==> config.mk <==
export PLATFORM = sky130hd
export DESIGN_NAME = vram_slot_arbiter
export DESIGN_NICKNAME = d
export VERILOG_FILES = /design/src/rtl/vram_slot_arbiter.sv
export SDC_FILE = /design/constraint.sdc
export NUM_CORES = 1
export LEC_CHECK = 0
export BUFFER_PORTS_ARGS = -buffer_cell sky130_fd_sc_hd__buf_2
export CAP_MARGIN = 20
export CORE_ASPECT_RATIO = 0.9
export CORE_MARGIN = 3
export CORE_UTILIZATION = 60
export DETAILED_ROUTE_END_ITERATION = 8
export PLACE_DENSITY = 0.82
export SLEW_MARGIN = 20
export SYNTH_ARGS = -nofsm -noshare
export SYNTH_HDL_FRONTEND = slang
export SYNTH_SLANG_ARGS = --single-unit
export TNS_END_PERCENT = 50
==> constraint.sdc <==
create_clock -name clk_vid -period 4.32 [get_ports clk_vid]
set_clock_uncertainty 0.1 [all_clocks]
set_input_delay 1.08 -clock clk_vid [delete_from_list [all_inputs] [get_ports clk_vid]]
set_output_delay 1.08 -clock clk_vid [all_outputs]
set_load 0.03 [all_outputs]
==> src/rtl/vram_slot_arbiter.sv <==
// Time-slots one synchronous VRAM port between video scanout and a CPU write FIFO / read path.
// Optional stall statistics counter enabled by defining ARB_STATS_EN.
module vram_slot_arbiter #(
  parameter int unsigned ADDR_W     = 23,
  parameter int unsigned FIFO_DEPTH = 4
) (
  input  logic              clk_vid,
  input  logic              reset_n,
  input  logic              ce_pix,
  input  logic [ADDR_W-1:0] vid_addr,
  output logic [7:0]        vid_data,
  input  logic              cpu_wr_req,
  input  logic [ADDR_W-1:0] cpu_wr_addr,
  input  logic [7:0]        cpu_wr_data,
  output logic              fifo_full,
  input  logic              cpu_rd_req,
  input  logic [ADDR_W-1:0] cpu_rd_addr,
  output logic              cpu_rd_busy,
  output logic              cpu_rd_valid,
  output logic [7:0]        cpu_rd_data,
  output logic [ADDR_W-1:0] ram_addr,
  output logic              ram_we,
  output logic [7:0]        ram_wdata,
  input  logic [7:0]        ram_rdata
`ifdef ARB_STATS_EN
  ,
  input  logic              stall_clr,
  output logic [15:0]       stall_count
`endif
);

  localparam int unsigned PTR_W = (FIFO_DEPTH > 1) ? $clog2(FIFO_DEPTH) : 1;
  localparam int unsigned CNT_W = PTR_W + 1;

  typedef enum logic [1:0] {TAG_NONE = 2'd0, TAG_VID = 2'd1, TAG_RD = 2'd2} tag_e;

  typedef struct packed {
    logic [ADDR_W-1:0] addr;
    logic [7:0]        data;
  } wr_entry_t;

  wr_entry_t         fifo_q [FIFO_DEPTH];
  wr_entry_t         fifo_d [FIFO_DEPTH];
  logic [PTR_W-1:0]  wr_ptr_q, wr_ptr_d, rd_ptr_q, rd_ptr_d;
  logic [CNT_W-1:0]  count_q, count_d, snap_q, snap_d;
  logic              full_q, full_d;
  logic              rd_pend_q, rd_pend_d;
  logic [ADDR_W-1:0] rd_addr_q, rd_addr_d;
  logic              busy_q, busy_d;
  logic              valid_q, valid_d;
  logic [7:0]        rd_data_q, rd_data_d;
  logic [7:0]        vid_data_q, vid_data_d;
  tag_e              tag_q, tag_d;
`ifdef ARB_STATS_EN
  logic [15:0]       stall_q, stall_d;
`endif

  wr_entry_t head_c;
  logic      slot_rd_c, slot_wr_c, push_c, pop_c, capture_c;

  // Slot decision: video first, then a read whose ordering writes have drained, then writes.
  always_comb begin
    head_c    = fifo_q[rd_ptr_q];
    slot_rd_c = !ce_pix && rd_pend_q && (snap_q == '0);
    slot_wr_c = !ce_pix && !slot_rd_c && (count_q != '0);
    ram_addr  = '0;
    ram_we    = 1'b0;
    ram_wdata = '0;
    if (ce_pix) begin
      ram_addr = vid_addr;
    end else if (slot_rd_c) begin
      ram_addr = rd_addr_q;
    end else if (slot_wr_c) begin
      ram_addr  = head_c.addr;
      ram_wdata = head_c.data;
      ram_we    = reset_n;
    end
  end

  always_comb begin
    push_c     = cpu_wr_req && !full_q;
    pop_c      = slot_wr_c;
    capture_c  = cpu_rd_req && !busy_q;
    fifo_d     = fifo_q;
    wr_ptr_d   = wr_ptr_q;
    rd_ptr_d   = rd_ptr_q;
    rd_pend_d  = rd_pend_q;
    rd_addr_d  = rd_addr_q;
    snap_d     = snap_q;
    vid_data_d = vid_data_q;
    rd_data_d  = rd_data_q;
    if (push_c) begin
      fifo_d[wr_ptr_q] = '{addr: cpu_wr_addr, data: cpu_wr_data};
      wr_ptr_d         = wr_ptr_q + PTR_W'(1);
    end
    if (pop_c) rd_ptr_d = rd_ptr_q + PTR_W'(1);
    count_d = count_q + CNT_W'(push_c) - CNT_W'(pop_c);
    full_d  = (count_d == CNT_W'(FIFO_DEPTH));
    // Snapshot counts only writes queued up to and including this cycle.
    if (capture_c) begin
      rd_pend_d = 1'b1;
      rd_addr_d = cpu_rd_addr;
      snap_d    = count_d;
    end else if (rd_pend_q) begin
      if (slot_rd_c)  rd_pend_d = 1'b0;
      else if (pop_c) snap_d    = snap_q - CNT_W'(1);
    end
    tag_d = ce_pix ? TAG_VID : (slot_rd_c ? TAG_RD : TAG_NONE);
    if (tag_q == TAG_VID) vid_data_d = ram_rdata;
    if (tag_q == TAG_RD)  rd_data_d  = ram_rdata;
    valid_d = (tag_q == TAG_RD);
    busy_d  = (busy_q && (tag_q != TAG_RD)) || capture_c;
`ifdef ARB_STATS_EN
    stall_d = stall_q;
    if (stall_clr) stall_d = '0;
    else if (((cpu_wr_req && full_q) || (rd_pend_q && !slot_rd_c)) && (stall_q != 16'hFFFF))
      stall_d = stall_q + 16'd1;
`endif
  end

  always_ff @(posedge clk_vid or negedge reset_n) begin
    if (!reset_n) begin
      for (int i = 0; i < int'(FIFO_DEPTH); i++) fifo_q[i] <= '0;
      wr_ptr_q   <= '0;
      rd_ptr_q   <= '0;
      count_q    <= '0;
      snap_q     <= '0;
      full_q     <= 1'b0;
      rd_pend_q  <= 1'b0;
      rd_addr_q  <= '0;
      busy_q     <= 1'b0;
      valid_q    <= 1'b0;
      rd_data_q  <= '0;
      vid_data_q <= '0;
      tag_q      <= TAG_NONE;
`ifdef ARB_STATS_EN
      stall_q    <= '0;
`endif
    end else begin
      fifo_q     <= fifo_d;
      wr_ptr_q   <= wr_ptr_d;
      rd_ptr_q   <= rd_ptr_d;
      count_q    <= count_d;
      snap_q     <= snap_d;
      full_q     <= full_d;
      rd_pend_q  <= rd_pend_d;
      rd_addr_q  <= rd_addr_d;
      busy_q     <= busy_d;
      valid_q    <= valid_d;
      rd_data_q  <= rd_data_d;
      vid_data_q <= vid_data_d;
      tag_q      <= tag_d;
`ifdef ARB_STATS_EN
      stall_q    <= stall_d;
`endif
    end
  end

  assign vid_data     = vid_data_q;
  assign fifo_full    = full_q;
  assign cpu_rd_busy  = busy_q;
  assign cpu_rd_valid = valid_q;
  assign cpu_rd_data  = rd_data_q;
`ifdef ARB_STATS_EN
  assign stall_count  = stall_q;
`endif

endmodule

# == Yosys cells after proc, flatten, opt, wreduce, memory -nomap -nowiden ==
# Cells that the tools add are included.
# totals
register_bits,179
latchBits,0
mem_bits_rw,0
romBits,0
wordCells,77
n_memories,0
# classes
add_sub_neg,5
mul,0
div,0
n_lt_le_gt_ge,3
n_eq_ne,5
shifts,0
mux,24
bitwise_logic,2
n_reduce_logical,18
# ops
op,count
124-bit bitwise mux,1
31-bit 2-to-1 mux,3
23-bit 2-to-1 mux,3
31-bit binary-select mux with 2-bit select,1
31-bit demux with 2-bit select,1
8-bit 2-to-1 mux,3
3-bit 2-to-1 mux,4
1-bit logical AND,8
"3-bit greater-or-equal comparator, second input constant",2
1-bit 2-to-1 mux,6
2-bit inverter with 3-bit output,2
"2-bit by 1-bit adder with 2-bit output, second input constant",2
1-bit zero test,4
2-bit 2-to-1 mux,2
2-bit nonzero test,2
3-bit by 1-bit adder with 3-bit output,1
"3-bit == test, second input constant",1
3-bit zero test,1
"3-bit by 1-bit < comparator with 1-bit output, second input constant",1
3-bit AND reduction,1
3-bit nonzero test,1
3-bit by 1-bit subtractor with 3-bit output,1
"3-bit by 1-bit subtractor with 3-bit output, second input constant",1
"2-bit by 1-bit == test with 1-bit output, second input constant",1
4 further kinds,4

# == Longest topological paths before layout ==
# Gate-level depths: netlist of run 1.
# depth
depth_word,10
ltp_mapped,14

# == Worst setup path after synthesis of run 1 ==
# Ideal clock, no wire load.
# synth_timing
path_kind,input to output
start,input port ce_pix
end,output port ram_addr[0]
arrival_time_ps,2293
required_ps,3140
path_slack_ps,847
cell_stages,7
cell_sequence,buf_6 nor4bb_4 buf_4 nor3_4 buf_6 a222oi_1 inv_1
# synth_via
elab_chain_cells,9
# synth_lines
element,line_no,text
from (decl),9,"input logic ce_pix,"
1-bit zero test,"64, 65",
1-bit logical AND (2 in a row),64,slot_rd_c = !ce_pix && rd_pend_q && (snap_q == '0);
1-bit zero test,65,slot_wr_c = !ce_pix && !slot_rd_c && (count_q != '0);
1-bit logical AND (2 in a row),65,
23-bit 2-to-1 mux,73,end else if (slot_wr_c) begin
23-bit 2-to-1 mux,71,end else if (slot_rd_c) begin
23-bit 2-to-1 mux (*),69,if (ce_pix) begin
to (decl),21,"output logic [ADDR_W-1:0] ram_addr,"
# Mark *: on every way between the ends. The rest lies on a longest branch, timed or not.

# == Worst setup path in the final report of run 1 ==
# layout_timing
start,register rd_ptr_q[0]
end,output port ram_addr[1]
# layout_via
elab_chain_cells,7
# layout_lines
element,line_no,text
from (decl),44,"logic [PTR_W-1:0] wr_ptr_q, wr_ptr_d, rd_ptr_q, rd_ptr_d;"
from (signal assigned),142,rd_ptr_q <= rd_ptr_d;
2-bit inverter with 3-bit output (not written as such),63,head_c = fifo_q[rd_ptr_q];
31-bit binary-select mux with 2-bit select,63,
31-bit 2-to-1 mux (not written as such) (2 in a row),63,
23-bit 2-to-1 mux,73,
23-bit 2-to-1 mux,71,
23-bit 2-to-1 mux,69,
# No other way between the ends. The select of a mux whose other input is x is not followed.

==> results.md, run 1 <==
- Global-route wire length before repair: between 20 and 30 mm
- R2R setup slack: about 1300 ps
- Post-cts resize count: 0
- Post-synthesis sequential area ratio: 0.5592
- Synth cell count leaders: dfrtp_1 (179), mux2_1 (137), inv_1 (33), mux4_2 (31), mux2_2 (27)
- Total gr overflow: 0
- Gr usage total: 0.2387
- Synth cell types: 29
- Count leader, synth: dfrtp_1
- Slowest cell on crit path: dfrtp_2
- Yosys top cell area share: 0.5592
- GPL Wtd Cong: approximately 0.8
- R2r startpoint: snap_q[0]$_DFFE_PN0P_
- Async SR Flop Fraction: 1.000
- CTS Sinks: around 180
- Setup TNS: 0 ps
- Critical Path Sink Type: output pin
- Hold path startpoint: cpu_rd_data[7]$_DFFE_PN0P_
- Hold_buf cts: 0
- Post-DR wirelength/cell: between 15 and 20 um
- Req. time, crit path: ~3100 ps
- Unrepaired setup endpoints after global routing: false
- Drt first pass iters: 8
- Worst reg2reg path depth: 12
- Nets: between 700 and 800
- Placed cells: roughly 800
- IO buf count: 140
- Synth area leader: dfrtp_1
- Area growth, synth to finish: 17.99%
- Pin count of the biggest net entering global routing: 74
- Worst Path Arrival: about 2600 ps
- Peak Freq: 263.3 MHz
- Vias in the first global route: between 5000 and 6000
- Worst Hold Class: reg2reg
- H-Tree Depth: 4
- Clk_lat worst skew: around 420 ps
- Least-Margin Pin Slew: around 910 ps
- Fillers: between 800 and 900
- Final wirelength: approximately 17 mm
- Outcome: complete, no violations
- WHS Endpoint: cpu_rd_data[7]$_DFFE_PN0P_
- Pwr Density: a little under 800 nW/um^2
- # setup viols final: 0
- Root Driver: clkbuf_16
- DR vias: around 4900
- Synth Warn #: 0
- Vias/cell: 5.875
- Number of flops mapped to enable cells by yosys: 0
- Max VDD drop: a little over 400 uV
- CP Max Fanout: 17
- Maxcap violations: 0
- Post-Syn Area: roughly 8000 sq um
- Initial Util: 0.6218
- Share of layout cells above drive strength 1: 0.3728
- Relative slew slack: 0.3908
- LEAKAGE: 4.381 nW
- I/O Pins: approximately 140
- Slew Viols, Final: 0
- Initial antenna violation count: 1
- CP Launch Type: flop
- Period utilisation layout: 0.8791
- Crit Path Class: reg2out
- Top cells by area, synth: dfrtp_1 (56%), mux2_1 (19%), mux4_2 (8.7%)
- Synthesis-stage register bit count: ~180
- Final Hold Viols: 0
- Syn_nets: 615
- Top FF cell, synth: dfrtp_1
- Worst-path clk slew: about 60 ps
- Terminus of the critical flop-to-flop path: fifo_full$_DFF_PN0_
- Core ar.: 12880 sq um
- Routed Antenna Nets: 0
- DP Wirelength: 11.22 mm
- Die W: between 100 and 150 um
- Final Non-Filler Cells: roughly 830
- Slowest stage delay, CP: around 730 ps
- Setup bufs post-CTS: 0
- Number of CTS-inserted buffers: 17
- # DRC: 0
- Post-Synthesis Cells: a little over 500
- Hold Path Stages: 1
- Crit path time final: 3798 ps
- Clock buffer depth: 2
- Rows: 39
- Die Y-Extent: between 100 and 150 um
- Total Die Area: roughly 15000 sq um
- CTS tree: yes
- Mean post-synth cell area: around 16 sq um
- Iteration-0 DRC Markers: between 400 and 500
- Cells along the critical path: buf_4, mux4_2, a222oi_1, inv_1, buf_2
power breakdown:
part           switching (mW)  total (mW)  internal [mW]  leakage [nW]
sequential              0.483        2.99           2.51          2.13
combinational            1.46        2.91           1.45          1.96
clock                   0.591        1.55          0.957         0.297
final cells by class:
cell class / count / area (sq um) / area share
clock inverters: 3 / 65.06 / 0.006884
multi-input cells: 270 / 3206 / 0.3392
flip-flops and latches: 179 / 4481 / 0.4741
diodes: 1 / 2.502 / 0.0002648
well taps: 164 / 205.2 / 0.02171
clock buffers: 28 / 536.8 / 0.05679
repair buffers: 155 / 832.0 / 0.08803
inverters: 33 / 123.9 / 0.01311
per-layer routing:
layer	GRT usage	vias to the layer above	share of wire
met5	0	-	0
li1	-	2177	-
met1	0.3008	2554	0.40
met4	0.08345	0	0.012
met3	0.06866	18	0.057
met2	0.4016	145	0.53
flip-flops by register name (all words and copies together) (netlist names), 3 cells and up:
register	cells
fifo_q	124
rd_addr_q	23
cpu_rd_data	8
vid_data	8
count_q	3
snap_q	3
logic make-up (layout without fill, tap and decap cells):
| logic type | Yosys count | after routing | share of synthesized area |
|---|---|---|---|
| muxes | 195 | 195 | 0.3177 |
| DFF | 179 | 179 | 0.5592 |
| buffers and inverters | 67 | 219 | 0.04218 |
| and+or+nand+nor | 30 | 30 | 0.02515 |
| AOI/OAI and AO/OA | 29 | 29 | 0.03311 |
| adders and majority gates | 9 | 9 | 0.01500 |
| xor gates and xnor gates | 7 | 7 | 0.007654 |
| other | 0 | 1 | 0 |
how the worst max path moves through the flow:
stage                    to                    start
6_report        ram_addr[1]  rd_ptr_q[0]$_DFFE_PN0P_
5_1_grt        ram_addr[20]  rd_ptr_q[0]$_DFFE_PN0P_
4_1_cts         ram_addr[1]  rd_ptr_q[0]$_DFFE_PN0P_
3_5_place_dp    ram_addr[7]                   ce_pix
3_3_place_gp   ram_addr[22]                   ce_pix
2_1_floorplan   ram_addr[0]                   ce_pix
worst max-delay path: cells and delay by family (launching register included):
family	cells	cell delay [ps]
AO/OA/AOI/OAI	1	340
buffers and inverters	3	560
flip-flops	1	730
multiplexers	1	560
through the flow:
step	power, mW	worst slack (ps)	utilization	cell area [sq um]	hold slack [ps]
floorplan	5.137	846.7	-	8010	358.7
global placement	5.754	653.5	0.6868	8847	362.8
detailed placement	5.951	521.8	0.6868	8847	372.1
CTS	7.518	451.5	0.7335	9449	386.0
global route	7.903	291.3	0.7337	9452	395.2
finish	7.444	522.5	0.7337	9452	382.8
placed cells by master, fill, tap and decap left out, drive strengths merged:
master	count
nor2b	4
fa	1
nand2	9
dfrtp	179
nor4b	1
nor4bb	1
clkinv	1
o21bai	2
xnor2	6
or3	1
diode	1
nor3	2
bufinv	2
xor2	1
and2	9
mux4	31
a222oi	23
clkbuf	28
o21ai	4
nor3b	1
mux2	164
buf	155
ha	8
nand2b	2
inv	33
Power figures use the tool's default switching activity.
==> inputs of run 2 (changes only) <==
--- a/config.mk
+++ b/config.mk
@@ -11,7 +11,7 @@
 export CORE_MARGIN = 3
 export CORE_UTILIZATION = 60
 export DETAILED_ROUTE_END_ITERATION = 8
-export PLACE_DENSITY = 0.82
+export PLACE_DENSITY = 0.92
 export SLEW_MARGIN = 20
 export SYNTH_ARGS = -nofsm -noshare
 export SYNTH_HDL_FRONTEND = slang
==> run 2 against run 1 <==
  * Via count rose by 1.4%
  * Global-route usage grew 0.88 points
  * Clock-buffer cell count fell by 7
  * Critical path depth grew 2
  * Register-to-register slack got worse by 320 ps
  * Worst hold slack lost 3.5 ps
  * Non-clock buffer count shrank 4
  * Fmax decreased by 0.36%
==> results.md, run 2 (same netlist as run 1, synthesis figures left out) <==
- Outcome: complete, no violations
- DR vias: between 4000 and 5000
- Crit path time final: approximately 3800 ps
- Max VDD drop: 428.4 uV
- Largest Register: fifo_q
- Initial antenna violation count: 1
- Least-Margin Pin Slew: about 960 ps
- Final core occ: 0.7356
- Total Die Area: ~15000 sq um
- Maxcap violations: 0
- Root Driver: clkbuf_16
- Worst Hold Class: reg2reg
- Number of CTS-inserted buffers: 17
- Core ar.: approximately 13000 sq um
- Die W: around 130 um
- Req. time, crit path: about 3100 ps
- Post-DR wirelength/cell: about 21 um
- Period utilisation layout: 0.8822
- Hold path startpoint: cpu_rd_data[0]$_DFFE_PN0P_
- Unrepaired setup endpoints after global routing: false
- Routing usage on met2: 0.4267
- Total gr overflow: 0
- Nets: around 750
- Clock buffer depth: 2
- Most frequent cells in the layout: dfrtp_1 (178), buf_2 (139), mux2_1 (137), inv_1 (33), mux4_2 (31)
- Setup WS post-layout: between 500 and 600 ps
- Combinational share of power: 0.390
- GRT busiest layer: met2
- Hold_buf cts: 0
- DP Wirelength: between 10 and 15 mm
- Clock power frac: 0.217
- LEAKAGE: about 4.4 nW
- Final Hold Viols: 0
- Routed Antenna Nets: 0
- CTS tree: yes
- R2r startpoint: snap_q[0]$_DFFE_PN0P_
- Clk_lat worst skew: 420 ps
- Setup WS pre-CTS: ~550 ps
- Pwr Density: slightly above 800 nW/um^2
- Vias/cell: roughly 6
- H-Tree Depth: 4
- Worst setup path start: ce_pix
- Worst-path clk slew: approximately 60 ps
- CP Launch Type: primary input
- Total power: around 7.6 mW
- GPL Wtd Cong: slightly above 0.8
- Final wirelength: 17.56 mm
- # setup viols final: 0
- Most common cell after layout, fill and taps aside: dfrtp_1
- CTS Sinks: about 180
- Initial Util: 0.6218
- Global Route met3 Usage: 0.05530
- Sequential share of power: 0.393
- Post-cts resize count: 0
- I/O Pins: about 140
- Worst Path Arrival: around 2600 ps
- Setup TNS: 0 ps
- Peak Freq: ~260 MHz
- Setup bufs post-CTS: 0
- IO buf count: between 100 and 150
- Iteration-0 DRC Markers: about 430
- Area growth, synth to finish: 18.31%
- M1 GR Usage: 0.3075
- Slew Viols, Final: 0
- Largest register FFs: roughly 120
- Crit Path Class: in2out
- Regs by FF count: fifo_q x124, rd_addr_q x23
- Critical Path Sink Type: output pin
- Share of layout cells above drive strength 1: 0.3744
- Relative slew slack: 0.3585
- P_sw: 2.667 mW
- Switch share: 0.3487
- CP Max Fanout: 11
- Global-route wire length before repair: around 28 mm
- P_int: ~5 mW
- Vias in the first global route: around 5400
- # DRC: 0
- Gr usage total: 0.2474
- Pin count of the biggest net entering global routing: 180
- Die Y-Extent: 115.6 um
- Rows: 39
- Drt first pass iters: 5
[run 2: cell types whose count changed in the layout (fill, tap and decap cells not counted)]
cell / delta
buf_12: +1
buf_4: -5
bufinv_16: +2
clkbuf_1: -3
clkbuf_8: -4
clkinv_2: +1
clkinv_4: +1
clkinvlp_4: +2
inv_6: +1
inv_8: +1
[run 2: cell type report]
cell class,instances,area (sq um)
clock inverters,11,173.9
diodes,1,2.502
well taps,164,205.2
fillers,800,3406
clock buffers,21,470.5
repair buffers,151,814.5
inverters,33,123.9
multi-input cells,270,3206
flip-flops and latches,179,4481
[run 2: critical path, stage by stage]
cell	delay (ps)
buf_2	160
nor4bb_4	80
nor3_4	440
buf_4	310
buf_4	210
and2_1	150
buf_2	200
[run 2: final timing paths]
path                                                   end  cells past startpoint  slack [ps]
worst max register to register         fifo_full$_DFF_PN0_                     12        1000
min in group asynchronous        rd_addr_q[11]$_DFFE_PN0P_                      2         690
worst min-delay path            cpu_rd_data[0]$_DFFE_PN0P_                      1         380
worst max-delay path                          ram_wdata[7]                      7         510
worst min register to register  cpu_rd_data[0]$_DFFE_PN0P_                      1         380
max in group asynchronous          fifo_q[103]$_DFFE_PN0P_                      2        2690
[run 2: metal layers]
metal	part of all wire	vias to the layer above
li1	-	2163
met1	0.40	2607
met2	0.52	162
met3	0.060	28
met4	0.022	2
met5	0.00051	-
[run 2: power groups by stage]
stage / logic (mW) / registers, mW / clock network (mW)
3_5_place_dp: 2.97 / 3.01 / 0
2_1_floorplan: 2.21 / 2.93 / 0
3_3_place_gp: 2.83 / 2.91 / 0
4_1_cts: 3.01 / 3.01 / 1.68
5_1_grt: 3.21 / 3.10 / 1.76
6_report: 2.98 / 3.01 / 1.66
[run 2: per-stage QoR]
step | hold slack [ps] | std cells | instance area, sq um
CTS | 385.5 | 829 | 9474
detailed placement | 370.6 | 797 | 8830
floorplan | 358.7 | 516 | 8010
global placement | 361.3 | 797 | 8830
global route | 393.9 | 829 | 9474
finish | 379.3 | 830 | 9477
==> inputs of run 3 (changes only) <==
--- a/config.mk
+++ b/config.mk
@@ -11,6 +11,7 @@
 export CORE_MARGIN = 3
 export CORE_UTILIZATION = 60
 export DETAILED_ROUTE_END_ITERATION = 8
+export MAX_ROUTING_LAYER = met4
 export PLACE_DENSITY = 0.92
 export SLEW_MARGIN = 20
 export SYNTH_ARGS = -nofsm -noshare
==> run 3 against run 2 <==
  * Sequential power about the same
  * Global-route usage up 0.77 points
  * Clock power about the same
  * Combinational power about the same
  * Register-to-register slack worse by 30 ps
  * Total power about the same
  * Clock-buffer cell count unchanged
  * Worst setup slack better by 17 ps
  * Via count up 0.16%
  * Routed wire length up 0.46%
==> results.md, run 3 (same netlist as run 1, synthesis figures left out) <==
- Outcome: complete, no violations
- Hold_buf cts: 0
- Period utilisation layout: 0.8782
- Crit path time final: 3794 ps
- Nets: around 750
- Initial Util: 0.6218
- Drt first pass iters: 6
- Crit Path Class: in2out
- CP Launch Type: primary input
- Worst hold slack: ~380 ps
- Post-DP Area: 8830 sq um
- Setup WS post-layout: around 530 ps
- Rows: 39
- Slew Viols, Final: 0
- Regs by FF count: fifo_q x124, rd_addr_q x23
- Gr usage total: 0.2551
- Cells along the critical path: buf_2, nor4bb_4, nor3_4, buf_4, buf_4, and2_1, buf_2
- Final wirelength: roughly 18 mm
- Finished Cell Area: ~9500 sq um
- IO buf count: 140
- Die W: 127.8 um
- Max VDD drop: roughly 430 uV
- Total power: about 7.7 mW
- CTS tree: yes
- Routed Antenna Nets: 0
- LEAKAGE: 4.384 nW
- Pwr Density: ~810 nW/um^2
- DP Wirelength: between 10 and 15 mm
- Setup TNS: 0 ps
- H-Tree Depth: 4
- Clock buffer depth: 2
- Global-route wire length before repair: 27.86 mm
- Relative slew slack: 0.3313
- Req. time, crit path: 3140 ps
- Placed cells: 797
- Clk_lat worst skew: 430 ps
- Largest register FFs: 124
- Least-Margin Pin Slew: between 1000 and 1500 ps
- GPL Wtd Cong: 0.8244
- Post-DR wirelength/cell: 21.23 um
- Slowest cell on crit path: nor3_4
- Number of CTS-inserted buffers: 17
- Final Non-Filler Cells: around 830
- Area growth, synth to finish: 18.34%
- Final core occ: 0.7358
- Worst Hold Class: reg2reg
- Total gr overflow: 0
- Share of layout cells above drive strength 1: 0.3744
- Most common cell after layout, fill and taps aside: dfrtp_1
- Final Hold Viols: 0
- Unrepaired setup endpoints after global routing: false
- # setup viols final: 0
- Initial antenna violation count: 1
- # DRC: 0
- I/O Pins: between 100 and 150
- Post-cts resize count: 0
- Vias/cell: between 5 and 6
- Root Driver: clkbuf_16
- Largest Register: fifo_q
- Vias in the first global route: 5429
- CP Max Fanout: 11
- DR vias: between 4000 and 5000
- Die Y-Extent: 115.6 um
- Slowest stage delay, CP: 430 ps
- Peak Freq: between 200 and 300 MHz
- Pin count of the biggest net entering global routing: between 150 and 200
- Setup bufs post-CTS: 0
- CTS Sinks: between 150 and 200
- Iteration-0 DRC Markers: 429
- Maxcap violations: 0
- Worst Path Arrival: 2610 ps
- Total Die Area: 14780 sq um
- Most frequent cells in the layout: dfrtp_1 (178), buf_2 (139), mux2_1 (137), inv_1 (33), mux4_2 (31)
- Core ar.: approximately 13000 sq um
- Setup WS pre-CTS: between 500 and 600 ps
- Worst-path clk slew: roughly 70 ps
- Critical Path Sink Type: output pin
run 3: cell count changes in the layout (fill, tap and decap cells not counted):
cell	delta
diode_2	+1
run 3: per-layer routing:
metal,part of all wire,wire length [um],vias up,GRT usage
met5,0,0,-,-
met4,0.022,382,0,0.09901
met3,0.069,1222,30,0.05438
met2,0.52,9111,200,0.4267
met1,0.39,6923,2579,0.3075
li1,-,-,2161,-
run 3: path summary, 6_finish.rpt:
kind / slack, ps / startpoint / cells past startpoint / end
max in group asynchronous: 2640 / reset_n / 2 / rd_ptr_q[0]$_DFFE_PN0P_
worst min register to register: 380 / cpu_rd_data[0]$_DFFE_PN0P_ / 1 / cpu_rd_data[0]$_DFFE_PN0P_
worst max register to register: 970 / snap_q[0]$_DFFE_PN0P_ / 12 / fifo_full$_DFF_PN0_
min in group asynchronous: 620 / reset_n / 2 / rd_addr_q[13]$_DFFE_PN0P_
worst min-delay path: 380 / cpu_rd_data[0]$_DFFE_PN0P_ / 1 / cpu_rd_data[0]$_DFFE_PN0P_
worst max-delay path: 530 / ce_pix / 7 / ram_wdata[7]
run 3: worst max-delay path, delay by kind of cell:
family	cells	cell delay (ps)
and+or+nand+nor	3	650
buffers and inverters	4	870
run 3: layout make-up:
cell class | count | area [sq um]
Fill cell | 799 | 3403
Clock buffer | 21 | 470.5
Sequential cell | 179 | 4481
Antenna cell | 2 | 5.005
Multi-Input combinational cell | 270 | 3206
Inverter | 33 | 123.9
Clock inverter | 11 | 173.9
Timing Repair Buffer | 151 | 814.5
Tap cell | 164 | 205.2
run 3: report_power, final:
part           internal [mW]  switching, mW
Sequential              2.51          0.505
Combinational           1.46           1.53
Clock                   1.02          0.642
